File: src/rtl/wishbone_arbiter.sv
// N-primary to 1-secondary Wishbone arbiter with round-robin grant held for a whole cyc.
// Optional watchdog abort of hung transfers is enabled by defining WISHBONE_ARBITER_TIMEOUT_EN.
module wishbone_arbiter #(
    parameter int NUM_PRIMARIES  = 2,
    parameter int DATA_SIZE      = 32,
    parameter int BYTE_SIZE      = 8,
    parameter int ADDR_SIZE      = 32,
    parameter int TIMEOUT_CYCLES = 255
) (
    input  logic                                             clock,
    input  logic                                             reset,
    input  logic [NUM_PRIMARIES-1:0]                         cyc_p,
    input  logic [NUM_PRIMARIES-1:0]                         stb_p,
    input  logic [NUM_PRIMARIES-1:0]                         we_p,
    input  logic [NUM_PRIMARIES-1:0]                         tgd_p,
    input  logic [NUM_PRIMARIES*(DATA_SIZE/BYTE_SIZE)-1:0]   sel_p,
    input  logic [NUM_PRIMARIES*ADDR_SIZE-1:0]               addr_p,
    input  logic [NUM_PRIMARIES*DATA_SIZE-1:0]               dat_o_p,
    output logic [NUM_PRIMARIES-1:0]                         ack_p,
    output logic [NUM_PRIMARIES*DATA_SIZE-1:0]               dat_i_p,
    output logic                                             cyc_s,
    output logic                                             stb_s,
    output logic                                             we_s,
    output logic                                             tgd_s,
    output logic [DATA_SIZE/BYTE_SIZE-1:0]                   sel_s,
    output logic [ADDR_SIZE-1:0]                             addr_s,
    output logic [DATA_SIZE-1:0]                             dat_i_s,
    input  logic                                             ack_s,
    input  logic [DATA_SIZE-1:0]                             dat_o_s,
    output logic [NUM_PRIMARIES-1:0]                         grant,
    output logic                                             timeout
);

    localparam int SEL_SIZE = DATA_SIZE / BYTE_SIZE;
    localparam int IDX_W    = $clog2(NUM_PRIMARIES);

    if (NUM_PRIMARIES < 2 || TIMEOUT_CYCLES < 1) begin : g_bad_cfg
        $error("wishbone_arbiter: NUM_PRIMARIES must be >= 2 and TIMEOUT_CYCLES >= 1");
    end

    typedef enum logic {IDLE, GRANTED} state_t;

    state_t                   state_q, state_d;
    logic [IDX_W-1:0]         last_q, last_d;
    logic [NUM_PRIMARIES-1:0] grant_q, grant_d;

    logic [IDX_W-1:0]         winner;
    logic                     pick_found;
    logic                     active;
    logic                     abort;

    // last_q doubles as the owner index while GRANTED.
    always_ff @(posedge clock) begin
        if (reset) begin
            state_q <= IDLE;
            last_q  <= IDX_W'(NUM_PRIMARIES - 1);
            grant_q <= '0;
        end else begin
            state_q <= state_d;
            last_q  <= last_d;
            grant_q <= grant_d;
        end
    end

    // Round-robin search starting one past the last served primary.
    always_comb begin
        winner     = last_q;
        pick_found = 1'b0;
        for (int off = 1; off <= NUM_PRIMARIES; off++) begin
            if (!pick_found && cyc_p[(int'(last_q) + off) % NUM_PRIMARIES]) begin
                winner     = IDX_W'((int'(last_q) + off) % NUM_PRIMARIES);
                pick_found = 1'b1;
            end
        end
    end

    always_comb begin
        state_d = state_q;
        last_d  = last_q;
        grant_d = grant_q;
        case (state_q)
            IDLE: begin
                if (pick_found) begin
                    state_d = GRANTED;
                    last_d  = winner;
                    grant_d = NUM_PRIMARIES'(1) << winner;
                end
            end
            GRANTED: begin
                if (!cyc_p[last_q] || abort) begin
                    state_d = IDLE;
                    grant_d = '0;
                end
            end
            default: begin
                state_d = IDLE;
                grant_d = '0;
            end
        endcase
    end

`ifdef WISHBONE_ARBITER_TIMEOUT_EN
    localparam int WD_W = $clog2(TIMEOUT_CYCLES + 1);

    logic [WD_W-1:0] wd_q, wd_d;

    always_ff @(posedge clock) begin
        if (reset) begin
            wd_q <= '0;
        end else begin
            wd_q <= wd_d;
        end
    end

    // Counts stalled strobes of the owner; IDLE clears it so each grant starts fresh.
    always_comb begin
        wd_d = wd_q;
        if (state_q != GRANTED || ack_s) begin
            wd_d = '0;
        end else if (cyc_p[last_q] && stb_p[last_q] && !abort) begin
            wd_d = wd_q + WD_W'(1);
        end
    end

    assign abort   = active && (wd_q == WD_W'(TIMEOUT_CYCLES));
    assign timeout = abort;
`else
    assign abort   = 1'b0;
    assign timeout = 1'b0;
`endif

    // Reset masks the passthrough so nothing leaks out during the reset cycle.
    assign active = (state_q == GRANTED) && !reset;
    assign grant  = grant_q;

    always_comb begin
        cyc_s   = 1'b0;
        stb_s   = 1'b0;
        we_s    = 1'b0;
        tgd_s   = 1'b0;
        sel_s   = '0;
        addr_s  = '0;
        dat_i_s = '0;
        if (active) begin
            cyc_s   = cyc_p[last_q] && !abort;
            stb_s   = cyc_p[last_q] && stb_p[last_q] && !abort;
            we_s    = we_p[last_q];
            tgd_s   = tgd_p[last_q];
            sel_s   = sel_p[last_q*SEL_SIZE +: SEL_SIZE];
            addr_s  = addr_p[last_q*ADDR_SIZE +: ADDR_SIZE];
            dat_i_s = dat_o_p[last_q*DATA_SIZE +: DATA_SIZE];
        end
    end

    for (genvar gi = 0; gi < NUM_PRIMARIES; gi++) begin : g_ret
        logic owns;
        assign owns = active && (last_q == IDX_W'(gi));
        assign ack_p[gi] = owns && (ack_s || abort);
        assign dat_i_p[gi*DATA_SIZE +: DATA_SIZE] =
            !owns ? '0 : (abort ? {DATA_SIZE{1'b1}} : dat_o_s);
    end

endmodule
File: config.mk
export PLATFORM = sky130hd
export DESIGN_NAME = wishbone_arbiter
export DESIGN_NICKNAME = d
export VERILOG_FILES = /design/src/rtl/wishbone_arbiter.sv
export SDC_FILE = /design/constraint.sdc
export NUM_CORES = 1
export LEC_CHECK = 0
export CAP_MARGIN = 25
export CELL_PAD_IN_SITES_DETAIL_PLACEMENT = 1
export CELL_PAD_IN_SITES_GLOBAL_PLACEMENT = 2
export CORE_UTILIZATION = 10
export CTS_CLUSTER_DIAMETER = 60
export DETAILED_ROUTE_END_ITERATION = 6
export PLACE_DENSITY_LB_ADDON = 0.12
export SLEW_MARGIN = 25
export SYNTH_ARGS = -nofsm -noshare
export SYNTH_HDL_FRONTEND = slang
export SYNTH_SLANG_ARGS = --single-unit
File: constraint.sdc
create_clock -name clock -period 1.8 [get_ports clock]
set_input_delay 0.45 -clock clock [delete_from_list [all_inputs] [get_ports clock]]
set_output_delay 0.45 -clock clock [all_outputs]
set_load 0.05 [all_outputs]
After elaboration in Yosys (flattened, before gate mapping)

Cells that the tools add are included.

Bits in registers: 4
Output and inout bits: 141
Word-level logic and storage cells: 62
Bits of input ports: 179

Mux-type cells: 33
Equality and inequality tests: 2
Shifts and indexed selects: 4
$add $sub $neg: 2
Order comparisons: 3
Bitwise operators: 4
Reductions and logical operators: 11

Operator list:

| operator                                                                      | count |
|---|---|
| 32-bit 2-to-1 mux                                                             | 4 |
| 64-bit by 7-bit variable part select with 32-bit output                       | 2 |
| 1-bit 2-to-1 mux                                                              | 24 |
| 8-bit by 4-bit variable part select with 4-bit output                         | 1 |
| 1-bit logical AND                                                             | 7 |
| 2-bit by 3-bit less-than comparator with 1-bit output (second input constant) | 2 |
| 2-bit 2-to-1 mux                                                              | 2 |
| 4-bit 2-to-1 mux                                                              | 1 |
| 2-bit != test (second input constant)                                         | 2 |
| 2-bit one-hot mux with 2 select lines                                         | 1 |
| 2-bit AND reduction                                                           | 2 |
| 1-bit adder (second input constant)                                           | 2 |
| 1-bit bitwise AND (first input constant)                                      | 2 |
| 1-bit logical NOT                                                             | 2 |
| 1-bit by 2-bit less-than comparator with 1-bit output (second input constant) | 1 |
| 1-bit inverter                                                                | 2 |
| 1-bit one-hot mux with 2 select lines                                         | 1 |
| 1-bit by 1-bit << shifter with 2-bit output (first input constant)            | 1 |

Logic depth before layout (Yosys ltp)

Gate-level depths: netlist of the first run.

Depth after elaboration: 12
Mapped depth: 5
Mapped depth without buffers: 3

Worst setup path before layout of the first run

Ideal clock, no wire load.

Path type: in2out
Start: in cyc_p[0]
End: out stb_s
Path buffers: 1
Data arrival time: 1.471 ns
Cell stages on the path: 3
Setup slack: -0.121 ns
Data required time: 1.350 ns
Path through: buf_2 -> nand3_1 -> a21oi_1

Cells in the longest elaborated chain, start to end: 4

RTL lines:

| item                                                 | RTL line | text |
|---|---|---|
| start: declaration                                   | 12       | `input logic [NUM_PRIMARIES-1:0] cyc_p,` |
| 1-bit 2-to-1 mux (not written as such) (2 in series) | 146      | `stb_s = cyc_p[last_q] && stb_p[last_q] && !abort;` |
| 1-bit logical AND                                    | 146      |  |
| 1-bit 2-to-1 mux                                     | 144      | `if (active) begin` |
| end: declaration                                     | 22       | `output logic stb_s,` |

Every way passes these cells. The select of a mux whose other input is x is not followed.

Worst setup path in the final report of the first run

Start: reg last_q
End: out addr_s[7]

Cells in the longest elaborated chain, start to end: 2

RTL lines:

| item                                                    | RTL line | text |
|---|---|---|
| start: declaration                                      | 44       | `logic [IDX_W-1:0] last_q, last_d;` |
| start signal: assignment                                | 56       | `last_q <= IDX_W'(NUM_PRIMARIES - 1);` |
| start signal: assignment                                | 60       | `last_q <= last_d;` |
| 64-bit by 7-bit variable part select with 32-bit output | 150      | `addr_s = addr_p[last_q*ADDR_SIZE +: ADDR_SIZE];` |
| 32-bit 2-to-1 mux                                       | 144      |  |
| end: declaration                                        | 26       | `output logic [ADDR_SIZE-1:0] addr_s,` |

Every way passes these cells.

==> run summary, run 1 <==
The run finished, with violations left. The final reports fail on negative setup slack. The synthesized cell area is 0.001933 mm^2, and the maximum number of pins on one net before global-route repair is 45. Walking the worst path, the cells encountered are buf_12, clkbuf_16, mux2i_2, nor2_2, buf_12.

The number of antenna diodes in the final layout is 0. In the routed design, unresolved DRC markers number 0. For the final-report hold violation count, the log shows 0. The worst setup path is launched from a flop. Worst path setup slack after routing: -0.1232 ns. The net total in the final layout came out at 795. Clock tree synthesis selected as its root buffer the cell sky130_fd_sc_hd__clkbuf_16. The number of max-slew violations in the final report is 0, and the routed length per placed instance is 19.14 um.

The completed layout was analyzed and its total power is 2825 uW. Ranked by instance count, the synthesized netlist is headed by sky130_fd_sc_hd__nor2_1, sky130_fd_sc_hd__mux2i_1, sky130_fd_sc_hd__and3_1, sky130_fd_sc_hd__buf_2, sky130_fd_sc_hd__buf_12. The register bit total from synthesis came out at 4. The largest single stage delay on the critical path is 0.41 ns.

The largest fanout on the critical path was 6; the detailed-routing iteration count for the pre-antenna-repair pass was 4. After clock tree synthesis, the clock-pin slew on the worst setup and hold paths is 0.03 ns. The logs give 452 for the post-synth net total and 3449 for the total via count in the routed design.

The clock passes through at most 2 buffers. Setup repair after global routing could not meet its margin everywhere. The core footprint is 0.01883 mm^2. The routed design has 16750 um of wire.

The site row count was 50. Overall global routing resource usage: 14.80%. The level count of the clock H-tree was 1. In this run, CTS created clock tree buffers numbering 3. The logs give 11620 um for the placed wire-length estimate and 1962 for the filler cell count in the final layout. TritonCTS built the clock tree.

Synthesis handed over a netlist of 273 instances. In the final timing run, aggregate negative setup slack is -7.951 ns. For the initial cell density of the core, the log shows 10.27%. Main flop type after synthesis: sky130_fd_sc_hd__dfxtp_1.

Pin placement for this block handled 320 I/O pins. The share of the cycle needed by the critical path after routing works out to 106.8%. The worst hold path class was flop to flop.

The via density per instance is 3.942, and the synthesis warning total is 0. The critical path data arrival time is 1.47 ns. In this run the horizontal extent of the chip is 141.0 um. The first-pass GRT wire length was 22390 um.

The number of design-rule violations left by the first detailed-router iteration is 77, and the data required time at the worst endpoint is 1.35 ns. The buffer and inverter count on the worst path works out to 3. At the later pin of the worst-skew pair, clock insertion delay measures 0.23 ns.

The count of nets left with antenna violations once routing finished came out at 0. The chip height was 141.0 um; the number of clock sinks seen by CTS was 4. The worst setup path is captured at an output port.

The share of async-settable or async-resettable flops after synthesis was 0%; the fraction of the yosys area taken by sequential cells was 4.142%. Cells fill 44.47% of the core in the end. The cell accounting for the most synthesized area is sky130_fd_sc_hd__mux2i_1. In this design, the critical path's most frequently occurring cell is sky130_fd_sc_hd__buf_12. The mean area per synthesized cell was 7.081 um^2. The initial antenna violation count was 0; the count of endpoints failing setup in the final report was 131.

The startpoint-to-endpoint class of the critical path is flop to output port. The top-area cell type share of the netlist area came out at 36.76%. For this design the ratio of total power to cell area is 337.3 mW/mm^2. In the post-synthesis netlist, the cell with the most instances is sky130_fd_sc_hd__nor2_1. The die footprint is 0.01989 mm^2. The number of synthesized flops with an enable pin is 0. The slowest cell on the critical path is sky130_fd_sc_hd__dfxtp_4.

Counting distinct cell types in the post-synthesis netlist gives 25. On the final layout, the worst clock skew is 0.0007933 ns. The final global-route overflow total came out at 0. During placement, the flow inserted port buffers numbering 318. The run gives 0.7634 as the weighted congestion at the end of routability-driven global placement.

The run gives 3642 as the via count of the first global-routing pass. After layout, the minimum clock period comes to 1.923 ns. For the number of violations of the max-capacitance limit, the log shows 0. The peak ir drop on the vdd network came out at 240.1 uV.

Relative to the synthesized area, the layout overhead comes to 333.1%. Of the cells placed in the final design, the portion with a size suffix greater than 1 is 56.42%. The kind of cell adding the most delay to the critical path was buffers and inverters. The logs give 0.5200 GHz for the maximum clock rate and 0.003374 uW for the leakage power.

By area the synthesized netlist is led by sky130_fd_sc_hd__mux2i_1, sky130_fd_sc_hd__and3_1, sky130_fd_sc_hd__nor2_1.
-- per-stage QoR --
stage	hold slack [ns]	instances	setup WS [ns]	cell area [um^2]
floorplan	0.5191	273	-0.1043	1937
global placement	0.4843	832	-0.3918	6699
detailed placement	0.4878	832	-0.4358	6699
CTS	0.4919	864	-0.1709	7818
global route	0.5361	875	-0.1670	8373
finish	0.4905	875	-0.1232	8373
-- area by class of cell --
| class | instances | area [um^2] | area share [%] |
|---|---|---|---|
| inverters | 2 | 12.51 | 0.1494 |
| well taps | 260 | 325.3 | 3.885 |
| multi-input cells | 234 | 2333 | 27.87 |
| flip-flops and latches | 4 | 87.58 | 1.046 |
| repair buffers | 371 | 5535 | 66.11 |
| clock buffers | 4 | 78.83 | 0.9414 |
-- worst paths after layout --
path | depth (start not counted) | slack [ns] | end | start
worst max-delay path | 5 | -0.12 | addr_s[7] | last_q
worst min-delay path | 2 | 0.49 | grant[0] | grant[0]
worst max register to register | 5 | 0.48 | grant[0] | last_q
worst min register to register | 2 | 0.49 | grant[0] | grant[0]
-- kinds of logic after synthesis --
group | Yosys count | synth area share, %
other | 1 | 0.1940
muxes | 71 | 36.76
buffers and inverters | 35 | 16.24
AOI/OAI and AO/OA | 9 | 2.848
and+or+nand+nor | 153 | 39.81
DFF | 4 | 4.143
-- worst register-to-register path, cell delays in order (launching register included) --
cell and delay [ns]:
sky130_fd_sc_hd__dfxtp_4 0.41, sky130_fd_sc_hd__buf_12 0.13, sky130_fd_sc_hd__bufbuf_16 0.27, sky130_fd_sc_hd__and3b_1 0.17, sky130_fd_sc_hd__o21ai_0 0.15, sky130_fd_sc_hd__a21oi_1 0.08
-- routing by layer --
layer / global-route usage [%] / up-vias / wire length, um
met5: 0 / - / 0
met4: 2.002 / 0 / 233
met3: 3.838 / 14 / 1165
met2: 30.22 / 149 / 9505
met1: 15.15 / 1635 / 5842
li1: - / 1651 / -
-- sequential cells by signal (all words and copies together) (netlist names) --
name,cells
grant,2
last_q,1
state_q,1
-- layout by cell type (no fill, tap or decap), types with 2 or more instances in the layout --
master and count:
sky130_fd_sc_hd__clkdlybuf4s50_1 173, sky130_fd_sc_hd__buf_12 150, sky130_fd_sc_hd__and3_4 66, sky130_fd_sc_hd__nor2_2 38, sky130_fd_sc_hd__mux2i_1 37, sky130_fd_sc_hd__nor2_1 31, sky130_fd_sc_hd__mux2i_4 22, sky130_fd_sc_hd__buf_4 15
sky130_fd_sc_hd__clkbuf_16 14, sky130_fd_sc_hd__mux2i_2 12, sky130_fd_sc_hd__buf_16 9, sky130_fd_sc_hd__buf_6 6, sky130_fd_sc_hd__nor2_4 4, sky130_fd_sc_hd__dlygate4sd2_1 4, sky130_fd_sc_hd__nand3_1 3, sky130_fd_sc_hd__a21oi_1 3
sky130_fd_sc_hd__nand2b_1 2, sky130_fd_sc_hd__nand2_1 2, sky130_fd_sc_hd__a22o_1 2, sky130_fd_sc_hd__dfxtp_1 2, sky130_fd_sc_hd__dfxtp_4 2, sky130_fd_sc_hd__buf_8 2
-- report_power, final --
part           leakage (uW)  switching (uW)  total, uW  internal (uW)
logic               0.00330            1040       2350           1310
registers         0.0000338            10.1        107           96.5
clock network     0.0000382            72.3        366            293
-- timing repair --
item | in CTS | in global routing
pin swaps | 21 | 46
endpoints found under the hold margin | 0 | 0
resized for setup | 126 | 93
cloned | 12 | 11
hold buffers | 0 | 0
buffers inserted | 16 | 7
setup endpoints to repair | 138 | 138
(Power assumes the default switching activity.)
==> run 2: changes to the inputs <==
--- a/config.mk
+++ b/config.mk
@@ -5,7 +5,6 @@
 export SDC_FILE = /design/constraint.sdc
 export NUM_CORES = 1
 export LEC_CHECK = 0
-export CAP_MARGIN = 25
 export CELL_PAD_IN_SITES_DETAIL_PLACEMENT = 1
 export CELL_PAD_IN_SITES_GLOBAL_PLACEMENT = 2
 export CORE_UTILIZATION = 10
==> results of run 2 <==
Final layout, timing and power as in run 1 (identical DEF).
==> run 3: changes to the inputs <==
--- a/config.mk
+++ b/config.mk
@@ -10,7 +10,7 @@
 export CORE_UTILIZATION = 10
 export CTS_CLUSTER_DIAMETER = 60
 export DETAILED_ROUTE_END_ITERATION = 6
-export PLACE_DENSITY_LB_ADDON = 0.12
+export PLACE_DENSITY = 0.95
 export SLEW_MARGIN = 25
 export SYNTH_ARGS = -nofsm -noshare
 export SYNTH_HDL_FRONTEND = slang
==> run summary, run 3 (synthesis gave the netlist of run 1 again) <==
The flow ran to the end, but the final reports show violations. The checks that failed: negative setup slack. The tools report the worst path setup slack after routing as -0.1374 ns. The worst setup path is captured at an output port. In this run the remaining antenna-violating nets after routing total 0. The register with the most flip-flops in the layout has 2 of them.

TritonCTS built the clock tree. Static timing analysis puts the maximum clock frequency at 0.5162 GHz. The final critical-path required period was 1.937 ns; the site row count was 50. The tools report the worst hold margin as 0.5258 ns. On the final layout, the worst clock skew is 0.002671 ns.

The net total in the final layout was 799. The number of max-slew violations in the final report is 0, and the final core utilization is 46.07%. Die footprint: 0.01989 mm^2.

STA puts the critical path data required time at 1.35 ns. The ratio of total power to cell area is 340.7 mW/mm^2, and the via count of the first global-routing pass is 3898. Port buffering added 318 buffers. Timing analysis after detailed placement gives a worst setup slack of -0.4808 ns. The level count of the clock H-tree was 1; the antenna cell count was 0.

The floorplan step set the die width to 141.0 um. TritonCTS created 3 clock buffers. The first detailed-routing pass took 3 iterations. The clock tree buffer depth was 2.

The logs give 0 for the final-report hold violation count and 0 for the number of buffers inserted for hold repair after clock tree synthesis. The maximum number of pins on one net before global-route repair came out at 25. The library cell used most frequently in the layout, excluding fill and tap cells, is sky130_fd_sc_hd__clkdlybuf4s50_1.

The routed length per placed instance is 20.20 um. The root cell of the clock tree is sky130_fd_sc_hd__clkbuf_16. The total negative setup slack was -10.52 ns. Initial antenna violation count: 0. The library cells used most frequently in the layout, excluding fill and tap cells, are sky130_fd_sc_hd__clkdlybuf4s50_1, sky130_fd_sc_hd__buf_12, sky130_fd_sc_hd__and3_4. For the initial cell density of the core, the log shows 10.27%. The region available for standard cell placement spans 0.01883 mm^2.

From synthesis to final layout, the design area changed by 348.8%. The run gives 11370 um as the placed wire-length estimate. The first global-routing pass estimated 23070 um of wire. After detailed routing, the number of remaining DRC violations is 0. Setup repair after global routing could not meet its margin everywhere. The summed area of non-filler cells in the final layout came out at 0.008676 mm^2. The post-route netlist has 63.97% of its cells at a drive strength greater than 1.

The min-delay analysis places its worst path in the category flop to flop. The total via count in the routed design was 3591; the largest fanout on the critical path was 6. Clock insertion delay at the later pin of the skew report: 0.22 ns. The number of clock sinks seen by CTS is 4. At the end of routability-driven placement, the weighted congestion stood at 0.7441. 320 I/O pins were placed. After the first detailed-routing iteration, the DRC count stood at 54. Data arrives at the worst endpoint at 1.49 ns.

The tools report the peak ir drop on the vdd network as 261.7 uV. In the routed layout, each cell is associated on average with a via count of 4.085. After detailed placement, the total cell area comes to 0.006771 mm^2. The overall global routing resource usage was 15.24%; the total length of routed wires was 17760 um. Clock-pin slew was measured on the worst setup and hold paths at 0.03 ns. The die is 141.0 um tall. Summed over all layers, the global routing overflow is 0. Setup violations remaining at the end of the flow were counted as 136. The run gives 0 as the number of violations of the max-capacitance limit. STA classifies the critical path startpoint as a flop.

The startpoint-to-endpoint class of the critical path was flop to output port. Summed over all cells, the static leakage comes to 0.003290 uW. The share of the cycle needed by the critical path after routing was 107.6%.
[run 3: cell types whose count changed in the layout (fill, tap and decap cells not counted), moves of 5 or more]
| cell | delta |
|---|---|
| sky130_fd_sc_hd__mux2i_4 | +8 |
| sky130_fd_sc_hd__nor2_1 | -29 |
| sky130_fd_sc_hd__mux2i_1 | -26 |
| sky130_fd_sc_hd__nor2_2 | +7 |
| sky130_fd_sc_hd__mux2i_2 | +18 |
| sky130_fd_sc_hd__and3_1 | +10 |
| sky130_fd_sc_hd__buf_6 | +5 |
| sky130_fd_sc_hd__and3_4 | -10 |
| sky130_fd_sc_hd__nor2_4 | +22 |
[run 3: worst paths after layout]
kind / slack, ns / start / depth (start not counted) / endpoint
worst min-delay path: 0.53 / grant[1] / 2 / grant[1]
worst max register to register: 0.50 / last_q / 4 / grant[0]
worst max-delay path: -0.14 / state_q / 6 / dat_i_p[31]
worst min register to register: 0.53 / grant[1] / 2 / grant[1]
[run 3: layer usage]
metal / vias to the layer above / global-route usage (%) / part of all wire (%)
met1: 1729 / 16.50 / 38
met5: - / 0 / 0
li1: 1660 / - / -
met3: 28 / 2.921 / 5.3
met4: 0 / 3.890 / 2.5
met2: 174 / 29.93 / 55
[run 3: layout make-up]
| type | instances | area [um^2] |
|---|---|---|
| Fill cell | 1904 | 10150 |
| Timing Repair Buffer | 374 | 5505 |
| Clock buffer | 4 | 78.83 |
| Inverter | 2 | 8.758 |
| Sequential cell | 4 | 87.58 |
| Multi-Input combinational cell | 235 | 2670 |
| Tap cell | 260 | 325.3 |
[run 3: what timing repair did]
action / 4_1_cts / 5_1_grt
hold endpoints to repair: 0 / 0
gates cloned: 7 / 11
endpoints found under the setup margin: 138 / 138
pin swaps: 15 / 3
gates resized for setup: 209 / 85
setup buffers: 11 / 7
[run 3: where the power goes]
group / total, uW / switching [uW] / internal [uW]
combinational: 2490 / 1140 / 1350
sequential: 108 / 11.5 / 96.6
clock: 357 / 64.5 / 293
[run 3: through the flow]
stage / total power (uW) / std cells
2_1_floorplan: 935.6 / 273
3_3_place_gp: 1915 / 840
3_5_place_dp: 1937 / 840
4_1_cts: 2639 / 861
5_1_grt: 3063 / 879
6_report: 2956 / 879
[run 3: worst max-delay path, cell delays in order (launching register included)]
cell                        delay, ns
sky130_fd_sc_hd__dfxtp_4         0.34
sky130_fd_sc_hd__nor2b_4         0.19
sky130_fd_sc_hd__buf_6           0.13
sky130_fd_sc_hd__buf_12          0.13
sky130_fd_sc_hd__clkbuf_16       0.15
sky130_fd_sc_hd__and3_4          0.19
sky130_fd_sc_hd__buf_12          0.13
